`src/rtl/microwave_pkg.sv`:
```
// Shared definitions for the microwave front-panel and controller blocks:
// keypad width, default debounce depth and the keypad FSM state encoding.
package microwave_pkg;

    localparam int KEYPAD_W            = 10;
    localparam int DEBOUNCE_CYCLES_DEF = 3;

    typedef enum logic [1:0] {
        IDLE         = 2'd0,
        PRESS_WAIT   = 2'd1,
        PRESSED      = 2'd2,
        RELEASE_WAIT = 2'd3
    } kp_state_t;

endpackage

```
`src/rtl/debounce_bit.sv`:
```
// Single-bit conditioner: 2-flop synchroniser followed by a saturating
// debounce counter. The output only moves after DEBOUNCE_CYCLES consecutive
// synchronised samples disagree with it; any agreeing sample clears the count.
module debounce_bit #(
    parameter int   DEBOUNCE_CYCLES = 3,
    parameter int   CNT_W           = 4,
    parameter logic RESET_VAL       = 1'b0
) (
    input  logic clock,
    input  logic reset,
    input  logic raw,
    output logic stable
);

    logic             sync_p0;
    logic             sync_p1;
    logic [CNT_W-1:0] cnt;

    // Two-stage synchroniser; flops come out of reset at the inactive level.
    always_ff @(posedge clock) begin
        if (reset) begin
            sync_p0 <= RESET_VAL;
            sync_p1 <= RESET_VAL;
        end else begin
            sync_p0 <= raw;
            sync_p1 <= sync_p0;
        end
    end

    // Count disagreeing samples; the count never exceeds DEBOUNCE_CYCLES-1,
    // so it cannot wrap.
    always_ff @(posedge clock) begin
        if (reset) begin
            stable <= RESET_VAL;
            cnt    <= '0;
        end else if (sync_p1 != stable) begin
            if (cnt == CNT_W'(DEBOUNCE_CYCLES - 1)) begin
                stable <= sync_p1;
                cnt    <= '0;
            end else begin
                cnt <= cnt + 1'b1;
            end
        end else begin
            cnt <= '0;
        end
    end

endmodule

```
`src/rtl/keypad_conditioner.sv`:
```
// Front-panel input conditioner for the microwave controller. The keypad is
// synchronised and run through a press/release FSM so the controller only
// ever sees one stable key or none; buttons and door use debounce_bit.
// Optional feature macro: KEYPAD_PULSE_EN -- keypad reports each press as a
// single-cycle pulse instead of a level held for the duration of the press.
module keypad_conditioner
    import microwave_pkg::*;
#(
    parameter int DEBOUNCE_CYCLES = DEBOUNCE_CYCLES_DEF,
    parameter int CNT_W           = 4
) (
    input  logic                clock,
    input  logic                reset,
    input  logic [KEYPAD_W-1:0] raw_keypad,
    input  logic                raw_startn,
    input  logic                raw_stopn,
    input  logic                raw_clearn,
    input  logic                raw_door_closed,
    output logic [KEYPAD_W-1:0] keypad,
    output logic                startn,
    output logic                stopn,
    output logic                clearn,
    output logic                door_closed
);

`ifdef KEYPAD_PULSE_EN
    localparam bit PULSE_MODE = 1'b1;
`else
    localparam bit PULSE_MODE = 1'b0;
`endif

    localparam logic [CNT_W-1:0] CNT_LAST = CNT_W'(DEBOUNCE_CYCLES - 1);

    function automatic logic is_onehot(input logic [KEYPAD_W-1:0] v);
        return (v != '0) && ((v & (v - KEYPAD_W'(1))) == '0);
    endfunction

    logic [KEYPAD_W-1:0] kp_sync_p0;
    logic [KEYPAD_W-1:0] kp_s;
    kp_state_t           state, state_nx;
    logic [KEYPAD_W-1:0] code, code_nx;
    logic [CNT_W-1:0]    cnt, cnt_nx;
    logic [KEYPAD_W-1:0] keypad_nx;

    // Two-stage keypad synchroniser ahead of the FSM.
    always_ff @(posedge clock) begin
        if (reset) begin
            kp_sync_p0 <= '0;
            kp_s       <= '0;
        end else begin
            kp_sync_p0 <= raw_keypad;
            kp_s       <= kp_sync_p0;
        end
    end

    // FSM state, captured code, counter and registered keypad output.
    always_ff @(posedge clock) begin
        if (reset) begin
            state  <= IDLE;
            code   <= '0;
            cnt    <= '0;
            keypad <= '0;
        end else begin
            state  <= state_nx;
            code   <= code_nx;
            cnt    <= cnt_nx;
            keypad <= keypad_nx;
        end
    end

    // Next-state logic; a new key can only be accepted from IDLE, so the
    // output never jumps straight from one non-zero code to another.
    always_comb begin
        state_nx  = state;
        code_nx   = code;
        cnt_nx    = cnt;
        keypad_nx = '0;
        case (state)
            IDLE: begin
                cnt_nx = '0;
                if (is_onehot(kp_s)) begin
                    state_nx = PRESS_WAIT;
                    code_nx  = kp_s;
                    cnt_nx   = CNT_W'(1);
                end
            end
            PRESS_WAIT: begin
                if (kp_s == code) begin
                    if (cnt == CNT_LAST) begin
                        state_nx  = PRESSED;
                        cnt_nx    = '0;
                        keypad_nx = code;
                    end else begin
                        cnt_nx = cnt + 1'b1;
                    end
                end else begin
                    state_nx = IDLE;
                    cnt_nx   = '0;
                end
            end
            PRESSED: begin
                keypad_nx = PULSE_MODE ? '0 : code;
                cnt_nx    = '0;
                if (kp_s != code) begin
                    state_nx = RELEASE_WAIT;
                    cnt_nx   = CNT_W'(1);
                end
            end
            RELEASE_WAIT: begin
                keypad_nx = PULSE_MODE ? '0 : code;
                if (kp_s == code) begin
                    state_nx = PRESSED;
                    cnt_nx   = '0;
                end else if (cnt == CNT_LAST) begin
                    state_nx  = IDLE;
                    cnt_nx    = '0;
                    keypad_nx = '0;
                end else begin
                    cnt_nx = cnt + 1'b1;
                end
            end
            default: begin
                state_nx = IDLE;
                cnt_nx   = '0;
            end
        endcase
    end

    debounce_bit #(.DEBOUNCE_CYCLES(DEBOUNCE_CYCLES), .CNT_W(CNT_W), .RESET_VAL(1'b1))
        u_start (.clock(clock), .reset(reset), .raw(raw_startn), .stable(startn));

    debounce_bit #(.DEBOUNCE_CYCLES(DEBOUNCE_CYCLES), .CNT_W(CNT_W), .RESET_VAL(1'b1))
        u_stop (.clock(clock), .reset(reset), .raw(raw_stopn), .stable(stopn));

    debounce_bit #(.DEBOUNCE_CYCLES(DEBOUNCE_CYCLES), .CNT_W(CNT_W), .RESET_VAL(1'b1))
        u_clear (.clock(clock), .reset(reset), .raw(raw_clearn), .stable(clearn));

    debounce_bit #(.DEBOUNCE_CYCLES(DEBOUNCE_CYCLES), .CNT_W(CNT_W), .RESET_VAL(1'b0))
        u_door (.clock(clock), .reset(reset), .raw(raw_door_closed), .stable(door_closed));

endmodule
```
`config.mk`:
```
export PLATFORM = sky130hd
export DESIGN_NAME = keypad_conditioner
export DESIGN_NICKNAME = d
export VERILOG_FILES = /design/src/rtl/microwave_pkg.sv /design/src/rtl/debounce_bit.sv /design/src/rtl/keypad_conditioner.sv
export SDC_FILE = /design/constraint.sdc
export NUM_CORES = 1
export LEC_CHECK = 0
export CAP_MARGIN = 25
export CORE_MARGIN = 2
export CORE_UTILIZATION = 30
export CTS_CLUSTER_SIZE = 28
export DETAILED_ROUTE_END_ITERATION = 16
export GPL_ROUTABILITY_DRIVEN = 0
export SYNTH_ARGS = -nofsm -noshare
export SYNTH_HDL_FRONTEND = slang
export SYNTH_SLANG_ARGS = --single-unit
```
`constraint.sdc`:
```
create_clock -name clock -period 1.7 [get_ports clock]
set_input_delay 0.34 -clock clock [delete_from_list [all_inputs] [get_ports clock]]
set_output_delay 0.34 -clock clock [all_outputs]
set_load 0.02 [all_outputs]
```
==> results of run 1 <==
==> worst paths after layout <==
kind,start,to,slack (ns),cells after the start
setup / recovery,kp_s[7],code[8],-0.02,6
hold / removal,u_stop.sync_p0,u_stop.sync_p1,0.41,1
setup reg to reg,kp_s[7],code[8],-0.02,6
hold reg to reg,u_stop.sync_p0,u_stop.sync_p1,0.41,1
==> cell usage after synthesis <==
library cell	number
sky130_fd_sc_hd__nor4_1	4
sky130_fd_sc_hd__nand4_2	1
sky130_fd_sc_hd__nand2b_1	2
sky130_fd_sc_hd__nand2_1	28
sky130_fd_sc_hd__inv_2	1
sky130_fd_sc_hd__nor2b_1	22
sky130_fd_sc_hd__clkbuf_1	5
sky130_fd_sc_hd__maj3_1	1
sky130_fd_sc_hd__dfxtp_1	74
sky130_fd_sc_hd__nand3_1	6
sky130_fd_sc_hd__buf_4	3
sky130_fd_sc_hd__inv_1	6
sky130_fd_sc_hd__or3_4	1
sky130_fd_sc_hd__buf_6	1
sky130_fd_sc_hd__nor2_1	22
sky130_fd_sc_hd__mux2i_1	15
sky130_fd_sc_hd__or3_1	5
sky130_fd_sc_hd__o31ai_1	2
sky130_fd_sc_hd__o31ai_2	1
sky130_fd_sc_hd__o21ai_0	4
sky130_fd_sc_hd__or2_2	6
sky130_fd_sc_hd__nor3_1	1
sky130_fd_sc_hd__and2_1	10
sky130_fd_sc_hd__o211a_1	1
sky130_fd_sc_hd__nor3b_1	7
sky130_fd_sc_hd__a21oi_1	3
sky130_fd_sc_hd__a211oi_2	1
sky130_fd_sc_hd__ha_1	10
sky130_fd_sc_hd__xnor2_1	21
sky130_fd_sc_hd__xor2_1	5
sky130_fd_sc_hd__nor4b_1	2
sky130_fd_sc_hd__o41a_1	1
sky130_fd_sc_hd__nand4_1	1
==> report_power, final <==
group	leakage (uW)	internal, uW	total (uW)	switching, uW
Combinational	0.000653	212	358	147
Sequential	0.000608	1780	1830	44.1
Clock	0.0000995	730	1390	660
Total	0.00136	2720	3570	851
==> state kept, by name (all words and copies together) (netlist names), 10 cells and up, named ones only <==
name	cells
keypad	10
kp_s	10
kp_sync_p0	10
code	10
==> cells by family (layout without fill, tap and decap cells) <==
logic type / Yosys count / count (layout)
AOI/OAI and AO/OA: 13 / 13
xor gates and xnor gates: 26 / 26
adders and majority gates: 11 / 11
buffers and inverters: 16 / 67
DFF: 74 / 74
muxes: 15 / 15
and+or+nand+nor: 118 / 118
==> critical path: cells and delay by family, from the launching register on <==
kind | cells | cell delay, ns
DFF | 1 | 0.39
xor gates and xnor gates | 1 | 0.12
buffers and inverters | 1 | 0.15
and+or+nand+nor | 1 | 0.32
muxes | 1 | 0.20
AOI/OAI and AO/OA | 2 | 0.47
==> layout make-up <==
cell class,instances,area (um^2),share of cell area [%]
clock buffer,10,137.6,3.774
tap,111,138.9,3.808
clock inverter,6,71.32,1.955
inverter,7,26.28,0.7204
timing repair buffer,44,442.9,12.14
multi-input combinational,183,1329,36.43
sequential,74,1501,41.17
==> timing repair <==
item | in CTS | in global routing
setup endpoints to repair | 12 | 26
resized for setup | 6 | 24
setup buffers | 0 | 1
endpoints found under the hold margin | 0 | 0
pin swaps | 0 | 2
==> routing by layer <==
layer	part of all wire, %	routed length [um]
met5	0	0
met3	4.1	189
met1	50	2279
met4	2.9	134
met2	43	1957
==> stage by stage <==
step           instances  instance area (um^2)  setup TNS, ns  utilization, %
4_1_cts              434                  3535      -0.008630           38.62
3_5_place_dp         418                  3318        -0.3462           36.25
3_3_place_gp         418                  3318              0           36.25
5_1_grt              435                  3647         -1.284           39.85
2_1_floorplan        273                  2799              0               -
6_report             435                  3647       -0.01595           39.85
==> run_summary.xml, run 1 <==
<?xml version="1.0" encoding="UTF-8"?>
<metrics>
  <group name="clock_tree">
    <metric name="worst_skew_late_latency" unit="ns">0.35</metric>
    <metric name="cts_hold_buf" unit="">0</metric>
    <metric name="cts_inserted_buffers" unit="">9</metric>
    <metric name="cts_tree" unit="">done</metric>
    <metric name="clock_sinks" unit="">74</metric>
    <metric name="cts.reportedPaths.clkPinSlew" unit="ns">0.08</metric>
    <metric name="clockRootBuffer" unit="">sky130_fd_sc_hd__clkbuf_8</metric>
    <metric name="ctsLongestPathBuffers" unit="">2</metric>
    <metric name="cts-htree-levels" unit="">3</metric>
  </group>
  <group name="layout">
    <metric name="design.final.nets" unit="">345</metric>
    <metric name="synthToLayoutAreaGrowth" unit="%">30.31</metric>
    <metric name="layout.cells.most_common" unit="">sky130_fd_sc_hd__dfxtp_1</metric>
    <metric name="layout_common_cells" unit="">sky130_fd_sc_hd__dfxtp_1 (66), sky130_fd_sc_hd__nand2_1 (28), sky130_fd_sc_hd__clkdlybuf4s50_1 (25)</metric>
    <metric name="drive_above_1_share" unit="%">18.83</metric>
    <metric name="antenna_cells" unit="">0</metric>
    <metric name="fillCellCount" unit="">878</metric>
  </group>
  <group name="timing">
    <metric name="worst_slew_pin_slew" unit="ns">0.3237</metric>
    <metric name="setup_repair_after_global_routing_missed_its_margin" unit="">yes</metric>
    <metric name="clock.fmax" unit="GHz">0.5828</metric>
    <metric name="minimum_clock_period_after_layout" unit="ns">1.716</metric>
    <metric name="final.period_utilization" unit="%">100.9</metric>
    <metric name="final_number_of_setup_violating_endpoints" unit="">1</metric>
    <metric name="timing.max_slew.rel_slack" unit="%">78.38</metric>
    <metric name="report.final.slew_viol_count" unit="">0</metric>
    <metric name="worst_skew" unit="ns">0.009619</metric>
    <metric name="report.final.hold_viol_count" unit="">0</metric>
    <metric name="hold-worst-slack" unit="ns">0.4145</metric>
    <metric name="layout_setup_ws" unit="ns">-0.01595</metric>
  </group>
  <group name="pwr">
    <metric name="p_per_area" unit="nW/um^2">979.8</metric>
    <metric name="total_power" unit="uW">3573</metric>
    <metric name="power.ir.vdd_worst" unit="uV">392.4</metric>
    <metric name="leakage_power" unit="uW">0.001360</metric>
  </group>
  <group name="global_route">
    <metric name="grt_pass1_wl" unit="um">7810</metric>
    <metric name="globalRouteMet3Util" unit="%">3.190</metric>
    <metric name="gr-total-overflow" unit="">0</metric>
    <metric name="grt_start_max_net_pins" unit="">25</metric>
    <metric name="globalRouteMet2Util" unit="%">14.67</metric>
    <metric name="global_route.usage.met1" unit="%">12.59</metric>
    <metric name="grt_antenna_before_repair" unit="">0</metric>
    <metric name="track_usage" unit="%">10.01</metric>
    <metric name="vias_in_the_first_global_route" unit="">1782</metric>
    <metric name="grt-busiest-layer" unit="">met2</metric>
  </group>
  <group name="yosys">
    <metric name="yosysTopAreaCell" unit="">sky130_fd_sc_hd__dfxtp_1</metric>
    <metric name="synth.mux.area_fraction" unit="%">5.364</metric>
    <metric name="synthTopCellsByArea" unit="">sky130_fd_sc_hd__dfxtp_1 (53%), sky130_fd_sc_hd__xnor2_1 (6.6%), sky130_fd_sc_hd__mux2i_1 (5.4%)</metric>
    <metric name="post_synth_inst_count" unit="">273</metric>
    <metric name="ys_ff_latch" unit="">74</metric>
    <metric name="synth_top_cell_area_share" unit="%">52.93</metric>
    <metric name="synth_fp_nets" unit="">299</metric>
    <metric name="synthesis.area" unit="um^2">2799</metric>
    <metric name="synth-adder-area-share" unit="%">4.828</metric>
    <metric name="synth_cell_type_count" unit="">33</metric>
    <metric name="yosys_warnings" unit="">0</metric>
    <metric name="synth_compound_area_share" unit="%">3.442</metric>
    <metric name="syn_avg_cell_area" unit="um^2">10.25</metric>
    <metric name="yosys.area_share.xor_xnor" unit="%">8.136</metric>
    <metric name="portion_of_the_post_synthesis_area_used_by_sequential_elements" unit="%">52.93</metric>
    <metric name="synth_top_family_by_area" unit="">simple AND/OR/NAND/NOR gates</metric>
    <metric name="synthSimpleGateAreaFrac" unit="%">22.49</metric>
  </group>
  <group name="route">
    <metric name="vias_per_cell" unit="">4.182</metric>
    <metric name="drc" unit="">0</metric>
    <metric name="detailroute.via_count" unit="">1819</metric>
    <metric name="detail_route.wirelength" unit="um">4560</metric>
    <metric name="drt_pre_antenna_iters" unit="">4</metric>
    <metric name="avgRoutedWirePerCell" unit="um">10.48</metric>
    <metric name="ant_nets" unit="">0</metric>
    <metric name="detail_route.iter0.violations" unit="">50</metric>
  </group>
  <group name="worst_setup_path">
    <metric name="worstPathMaxFanout" unit="">6</metric>
    <metric name="cp_slowest_stage_delay" unit="ns">0.39</metric>
    <metric name="cell_by_cell_trace_of_the_critical_path" unit="">xnor2_1 &gt; or3_1 &gt; a211oi_2 &gt; o211a_1 &gt; buf_4 &gt; mux2i_1</metric>
    <metric name="critical_path_arrival" unit="ns">1.99</metric>
    <metric name="worstPathRequired" unit="ns">1.97</metric>
    <metric name="endpoint_kind" unit="">flop</metric>
    <metric name="path_class" unit="">reg2reg</metric>
    <metric name="cp-start-kind" unit="">flop</metric>
    <metric name="slowest_stage" unit="">sky130_fd_sc_hd__dfxtp_4</metric>
  </group>
  <group name="flow_run">
    <metric name="cap_viol_max_count" unit="">0</metric>
  </group>
  <group name="floorplanning">
    <metric name="rows" unit="">35</metric>
    <metric name="die_area" unit="um^2">10120</metric>
    <metric name="chipHeight" unit="um">100.6</metric>
    <metric name="ios" unit="">30</metric>
    <metric name="starting_density_of_the_core" unit="%">30.58</metric>
    <metric name="die_width" unit="um">100.6</metric>
    <metric name="core-area" unit="um^2">9153</metric>
  </group>
  <group name="hold_path">
    <metric name="hold_path.class" unit="">reg2reg</metric>
  </group>
  <group name="run_status">
    <metric name="status" unit="">complete, but fails checks</metric>
    <metric name="violations" unit="">negative setup slack</metric>
  </group>
  <group name="place">
    <metric name="dp.final_hpwl" unit="um">3229</metric>
    <metric name="io_buffers" unit="">29</metric>
    <metric name="dp_slack" unit="ns">-0.07195</metric>
  </group>
</metrics>
No activity file was read; power rests on OpenSTA's default activity.
==> run 2, diff against run 1 <==
Settings changed: SKIP_CTS_REPAIR_TIMING set to 1.
==> run_summary.xml, run 2 (same netlist as run 1, synthesis figures left out) <==
<?xml version="1.0" encoding="UTF-8"?>
<metrics>
  <group name="clock_tree">
    <metric name="cts.reportedPaths.clkPinSlew" unit="ns">0.08</metric>
    <metric name="cts_inserted_buffers" unit="">9</metric>
    <metric name="ctsLongestPathBuffers" unit="">2</metric>
    <metric name="clock_sinks" unit="">74</metric>
    <metric name="clockRootBuffer" unit="">sky130_fd_sc_hd__clkbuf_8</metric>
    <metric name="worst_skew_late_latency" unit="ns">0.35</metric>
    <metric name="cts_tree" unit="">done</metric>
    <metric name="cts-htree-levels" unit="">3</metric>
  </group>
  <group name="timing">
    <metric name="minimum_clock_period_after_layout" unit="ns">1.708</metric>
    <metric name="report.final.hold_viol_count" unit="">0</metric>
    <metric name="timing.max_slew.rel_slack" unit="%">78.38</metric>
    <metric name="clock.fmax" unit="GHz">0.5854</metric>
    <metric name="layout_setup_ws" unit="ns">-0.008372</metric>
    <metric name="hold-worst-slack" unit="ns">0.4135</metric>
    <metric name="final.period_utilization" unit="%">100.5</metric>
    <metric name="report.final.slew_viol_count" unit="">0</metric>
    <metric name="worst_skew" unit="ns">0.009596</metric>
    <metric name="setup_repair_after_global_routing_missed_its_margin" unit="">yes</metric>
    <metric name="worst_slew_pin_slew" unit="ns">0.3237</metric>
    <metric name="final_number_of_setup_violating_endpoints" unit="">2</metric>
  </group>
  <group name="global_route">
    <metric name="grt_pass1_wl" unit="um">7769</metric>
    <metric name="track_usage" unit="%">9.978</metric>
    <metric name="grt_start_max_net_pins" unit="">25</metric>
    <metric name="grt_antenna_before_repair" unit="">0</metric>
    <metric name="gr-total-overflow" unit="">0</metric>
    <metric name="vias_in_the_first_global_route" unit="">1768</metric>
  </group>
  <group name="route">
    <metric name="detailroute.via_count" unit="">1826</metric>
    <metric name="drt_pre_antenna_iters" unit="">4</metric>
    <metric name="detail_route.iter0.violations" unit="">42</metric>
    <metric name="detail_route.wirelength" unit="um">4581</metric>
    <metric name="vias_per_cell" unit="">4.198</metric>
    <metric name="drc" unit="">0</metric>
    <metric name="ant_nets" unit="">0</metric>
    <metric name="avgRoutedWirePerCell" unit="um">10.53</metric>
  </group>
  <group name="layout">
    <metric name="final_core_util" unit="%">39.54</metric>
    <metric name="antenna_cells" unit="">0</metric>
    <metric name="fillCellCount" unit="">881</metric>
    <metric name="layout_common_cells" unit="">sky130_fd_sc_hd__dfxtp_1 (67), sky130_fd_sc_hd__nand2_1 (28), sky130_fd_sc_hd__clkdlybuf4s50_1 (25)</metric>
    <metric name="final_design_area_no_fill" unit="um^2">3618</metric>
    <metric name="design.final.nets" unit="">345</metric>
    <metric name="drive_above_1_share" unit="%">17.59</metric>
    <metric name="layout.cells.most_common" unit="">sky130_fd_sc_hd__dfxtp_1</metric>
    <metric name="synthToLayoutAreaGrowth" unit="%">29.28</metric>
  </group>
  <group name="hold_path">
    <metric name="min_delay_src" unit="">u_stop.sync_p0</metric>
    <metric name="worstHoldPathCells" unit="">1</metric>
    <metric name="holdPathEnd" unit="">u_stop.sync_p1</metric>
    <metric name="hold_path.class" unit="">reg2reg</metric>
  </group>
  <group name="floorplanning">
    <metric name="die_width" unit="um">100.6</metric>
    <metric name="core-area" unit="um^2">9153</metric>
    <metric name="die_area" unit="um^2">10120</metric>
    <metric name="chipHeight" unit="um">100.6</metric>
    <metric name="starting_density_of_the_core" unit="%">30.58</metric>
    <metric name="ios" unit="">30</metric>
    <metric name="rows" unit="">35</metric>
  </group>
  <group name="pwr">
    <metric name="total_power" unit="uW">3572</metric>
    <metric name="p_per_area" unit="nW/um^2">987.2</metric>
    <metric name="power.ir.vdd_worst" unit="uV">384.6</metric>
    <metric name="leakage_power" unit="uW">0.001361</metric>
  </group>
  <group name="place">
    <metric name="dp.final_hpwl" unit="um">3229</metric>
    <metric name="place_area" unit="um^2">3318</metric>
    <metric name="io_buffers" unit="">29</metric>
    <metric name="dp_slack" unit="ns">-0.07195</metric>
  </group>
  <group name="flow_run">
    <metric name="cap_viol_max_count" unit="">0</metric>
  </group>
  <group name="worst_setup_path">
    <metric name="worst_r2r_startpoint" unit="">kp_s[7]</metric>
    <metric name="ff2ff_path_depth" unit="">6</metric>
    <metric name="critical_path_arrival" unit="ns">1.98</metric>
    <metric name="cp-start-kind" unit="">flop</metric>
    <metric name="timing.reg2reg.setup_slack" unit="ns">-0.008</metric>
    <metric name="worstPathMaxFanout" unit="">6</metric>
    <metric name="worstPathRequired" unit="ns">1.97</metric>
    <metric name="endpoint_kind" unit="">flop</metric>
    <metric name="path_class" unit="">reg2reg</metric>
    <metric name="r2r-end" unit="">code[8]</metric>
  </group>
  <group name="run_status">
    <metric name="status" unit="">complete, but fails checks</metric>
    <metric name="violations" unit="">negative setup slack</metric>
  </group>
</metrics>
-- run 2: critical path: stages (launching register included) --
cell and delay (ns):
sky130_fd_sc_hd__dfxtp_2 0.44, sky130_fd_sc_hd__xnor2_1 0.09, sky130_fd_sc_hd__or3_1 0.32, sky130_fd_sc_hd__a211oi_2 0.22, sky130_fd_sc_hd__o211a_1 0.26, sky130_fd_sc_hd__buf_6 0.13
sky130_fd_sc_hd__mux2i_1 0.19
-- run 2: final cells by class --
| class | count | area [um^2] | share of cell area [%] |
|---|---|---|---|
| Sequential cell | 74 | 1495 | 41.32 |
| Clock inverter | 6 | 71.32 | 1.971 |
| Tap cell | 111 | 138.9 | 3.838 |
| Inverter | 7 | 26.28 | 0.7261 |
| Timing Repair Buffer | 44 | 457.9 | 12.66 |
| Multi-Input combinational cell | 183 | 1291 | 35.68 |
| Clock buffer | 10 | 137.6 | 3.804 |
-- run 2: report_power, final --
group,total (uW),switching (uW),internal (uW)
combinational,357,148,209
clock,1390,661,730
sequential,1820,41.0,1780
-- run 2: layer usage --
metal	wire [um]	GRT usage, %	vias up
met4	126	6.533	0
met2	1978	14.56	33
li1	-	-	984
met5	0	0	-
met3	209	3.329	11
met1	2266	12.51	798
-- run 2: stage by stage --
step           std cells   TNS, ns
5_1_grt              435    -1.551
4_1_cts              434   -0.4150
2_1_floorplan        273         0
3_3_place_gp         418         0
3_5_place_dp         418   -0.3462
6_report             435  -0.01000
-- run 2: worst max path at each step --
stage	startpoint	end	cells after the start
2_1_floorplan	kp_s[7]	code[0]	7
3_3_place_gp	kp_s[1]	code[8]	6
3_5_place_dp	kp_s[1]	code[8]	6
4_1_cts	kp_s[1]	code[8]	6
5_1_grt	kp_s[7]	code[5]	6
6_report	kp_s[7]	code[8]	6
==> run 3, diff against run 2 <==
Settings changed: CELL_PAD_IN_SITES_DETAIL_PLACEMENT set to 1, CELL_PAD_IN_SITES_GLOBAL_PLACEMENT set to 2, CTS_BUF_LIST set to sky130_fd_sc_hd__clkbuf_2, PLACE_DENSITY_LB_ADDON set to 0.1.
==> run_summary.xml, run 3 (same netlist as run 1, synthesis figures left out) <==
<?xml version="1.0" encoding="UTF-8"?>
<metrics>
  <group name="hold_path">
    <metric name="min_delay_src" unit="">raw_stopn</metric>
    <metric name="holdPathEnd" unit="">u_stop.sync_p0</metric>
    <metric name="worstHoldPathCells" unit="">2</metric>
    <metric name="hold_path.class" unit="">in2reg</metric>
  </group>
  <group name="worst_setup_path">
    <metric name="ff2ff_path_depth" unit="">6</metric>
    <metric name="worst_r2r_startpoint" unit="">kp_s[4]</metric>
    <metric name="path_class" unit="">reg2reg</metric>
    <metric name="cp-start-kind" unit="">flop</metric>
    <metric name="worstPathRequired" unit="ns">2.14</metric>
    <metric name="r2r-end" unit="">keypad[9]</metric>
    <metric name="endpoint_kind" unit="">flop</metric>
    <metric name="worstPathMaxFanout" unit="">6</metric>
    <metric name="critical_path_arrival" unit="ns">2.19</metric>
    <metric name="timing.reg2reg.setup_slack" unit="ns">-0.05</metric>
  </group>
  <group name="clock_tree">
    <metric name="cts_inserted_buffers" unit="">9</metric>
    <metric name="worst_skew_late_latency" unit="ns">0.48</metric>
    <metric name="cts_tree" unit="">done</metric>
    <metric name="clock_sinks" unit="">74</metric>
    <metric name="cts-htree-levels" unit="">3</metric>
    <metric name="clockRootBuffer" unit="">sky130_fd_sc_hd__clkbuf_2</metric>
    <metric name="cts.reportedPaths.clkPinSlew" unit="ns">0.22</metric>
    <metric name="ctsLongestPathBuffers" unit="">2</metric>
  </group>
  <group name="route">
    <metric name="detail_route.iter0.violations" unit="">26</metric>
    <metric name="avgRoutedWirePerCell" unit="um">12.00</metric>
    <metric name="drt_pre_antenna_iters" unit="">3</metric>
    <metric name="vias_per_cell" unit="">4.341</metric>
    <metric name="detail_route.wirelength" unit="um">5423</metric>
    <metric name="drc" unit="">0</metric>
    <metric name="ant_nets" unit="">0</metric>
    <metric name="detailroute.via_count" unit="">1962</metric>
  </group>
  <group name="global_route">
    <metric name="track_usage" unit="%">11.94</metric>
    <metric name="grt_antenna_before_repair" unit="">0</metric>
    <metric name="grt-busiest-layer" unit="">met2</metric>
    <metric name="globalRouteMet3Util" unit="%">4.300</metric>
    <metric name="gr-total-overflow" unit="">0</metric>
    <metric name="vias_in_the_first_global_route" unit="">1948</metric>
    <metric name="grt_pass1_wl" unit="um">9232</metric>
    <metric name="grt_start_max_net_pins" unit="">20</metric>
    <metric name="globalRouteMet2Util" unit="%">17.23</metric>
    <metric name="global_route.usage.met1" unit="%">15.94</metric>
  </group>
  <group name="timing">
    <metric name="setup_repair_after_global_routing_missed_its_margin" unit="">yes</metric>
    <metric name="final.period_utilization" unit="%">102.8</metric>
    <metric name="report.final.hold_viol_count" unit="">0</metric>
    <metric name="worst_slew_pin_slew" unit="ns">0.3912</metric>
    <metric name="report.final.slew_viol_count" unit="">0</metric>
    <metric name="worst_skew" unit="ns">0.01909</metric>
    <metric name="layout_setup_ws" unit="ns">-0.04789</metric>
    <metric name="final_number_of_setup_violating_endpoints" unit="">17</metric>
    <metric name="minimum_clock_period_after_layout" unit="ns">1.748</metric>
    <metric name="clock.fmax" unit="GHz">0.5721</metric>
    <metric name="timing.max_slew.rel_slack" unit="%">73.65</metric>
  </group>
  <group name="pwr">
    <metric name="power.ir.vdd_worst" unit="uV">380.5</metric>
    <metric name="p_per_area" unit="nW/um^2">961.5</metric>
    <metric name="leakage_power" unit="uW">0.001653</metric>
  </group>
  <group name="layout">
    <metric name="final_core_util" unit="%">41.37</metric>
    <metric name="layout.cells.most_common" unit="">sky130_fd_sc_hd__dfxtp_1</metric>
    <metric name="layout_common_cells" unit="">sky130_fd_sc_hd__dfxtp_1 (65), sky130_fd_sc_hd__nand2_1 (28), sky130_fd_sc_hd__buf_4 (26)</metric>
    <metric name="final_design_area_no_fill" unit="um^2">3786</metric>
    <metric name="drive_above_1_share" unit="%">23.17</metric>
    <metric name="design.final.nets" unit="">362</metric>
    <metric name="synthToLayoutAreaGrowth" unit="%">35.27</metric>
    <metric name="antenna_cells" unit="">0</metric>
  </group>
  <group name="floorplanning">
    <metric name="die_area" unit="um^2">10120</metric>
    <metric name="rows" unit="">35</metric>
    <metric name="core-area" unit="um^2">9153</metric>
    <metric name="chipHeight" unit="um">100.6</metric>
    <metric name="starting_density_of_the_core" unit="%">30.58</metric>
    <metric name="ios" unit="">30</metric>
    <metric name="die_width" unit="um">100.6</metric>
  </group>
  <group name="run_status">
    <metric name="violations" unit="">negative setup slack</metric>
    <metric name="status" unit="">complete, but fails checks</metric>
  </group>
  <group name="place">
    <metric name="io_buffers" unit="">29</metric>
    <metric name="place_area" unit="um^2">3398</metric>
    <metric name="dp.final_hpwl" unit="um">3958</metric>
  </group>
  <group name="flow_run">
    <metric name="cap_viol_max_count" unit="">0</metric>
  </group>
</metrics>
==> run 3: changes by cell type in the layout (fill, tap and decap cells not counted), sizes merged <==
cell / change
buf: +17
bufinv: +3
clkbuf: -1
clkdlybuf4s50: -10
clkinv: +2
clkinvlp: -2
dlymetal6s2s: +10
inv: -2
==> run 3: area by class of cell <==
| cell class | instances | area, um^2 |
|---|---|---|
| Fill cell | 1016 | 5366 |
| Sequential cell | 74 | 1500 |
| Multi-Input combinational cell | 183 | 1338 |
| Timing Repair Buffer | 61 | 596.8 |
| Clock inverter | 7 | 141.4 |
| Tap cell | 111 | 138.9 |
| Clock buffer | 9 | 45.04 |
| Inverter | 7 | 26.28 |
==> run 3: metal layers <==
metal	up-vias	share of wire [%]
li1	1024	-
met1	906	51
met2	27	44
met3	5	3.3
met4	0	1.5
met5	-	0
==> run 3: stage by stage <==
step	std cells	TNS [ns]	hold slack (ns)	power, uW	worst slack, ns
floorplan	273	0	0.3895	2057	0.05675
global placement	432	-0.7813	0.3922	2221	-0.08653
detailed placement	432	-1.004	0.4019	2225	-0.1005
CTS	448	-4.293	0.3012	3667	-0.2656
global route	452	-2.892	0.2555	3856	-0.1874
finish	452	-0.3583	0.3819	3640	-0.04789
==> run 3: worst max-delay path: stages, from the launching register on <==
cell and delay, ns:
sky130_fd_sc_hd__dfxtp_2 0.44, sky130_fd_sc_hd__xnor2_2 0.13, sky130_fd_sc_hd__nand4_2 0.14, sky130_fd_sc_hd__or3_4 0.44
sky130_fd_sc_hd__o31ai_4 0.26, sky130_fd_sc_hd__buf_6 0.17, sky130_fd_sc_hd__and2_1 0.13
==> run 3: power by group <==
part | internal (uW) | total, uW | switching (uW)
combinational | 237 | 406 | 169
sequential | 1790 | 1830 | 40.2
clock | 782 | 1410 | 624
==> run 3: how the worst max path moves through the flow <==
stage	startpoint	to	slack, ns	depth (start not counted)
after detailed placement	kp_s[4]	keypad[9]	-0.10	6
after CTS	u_start.stable	startn	-0.27	1
final	kp_s[4]	keypad[9]	-0.05	6
after global routing	kp_s[8]	code[7]	-0.19	8
after floorplan	kp_s[7]	code[0]	0.06	7
after global placement	kp_s[4]	keypad[9]	-0.09	6
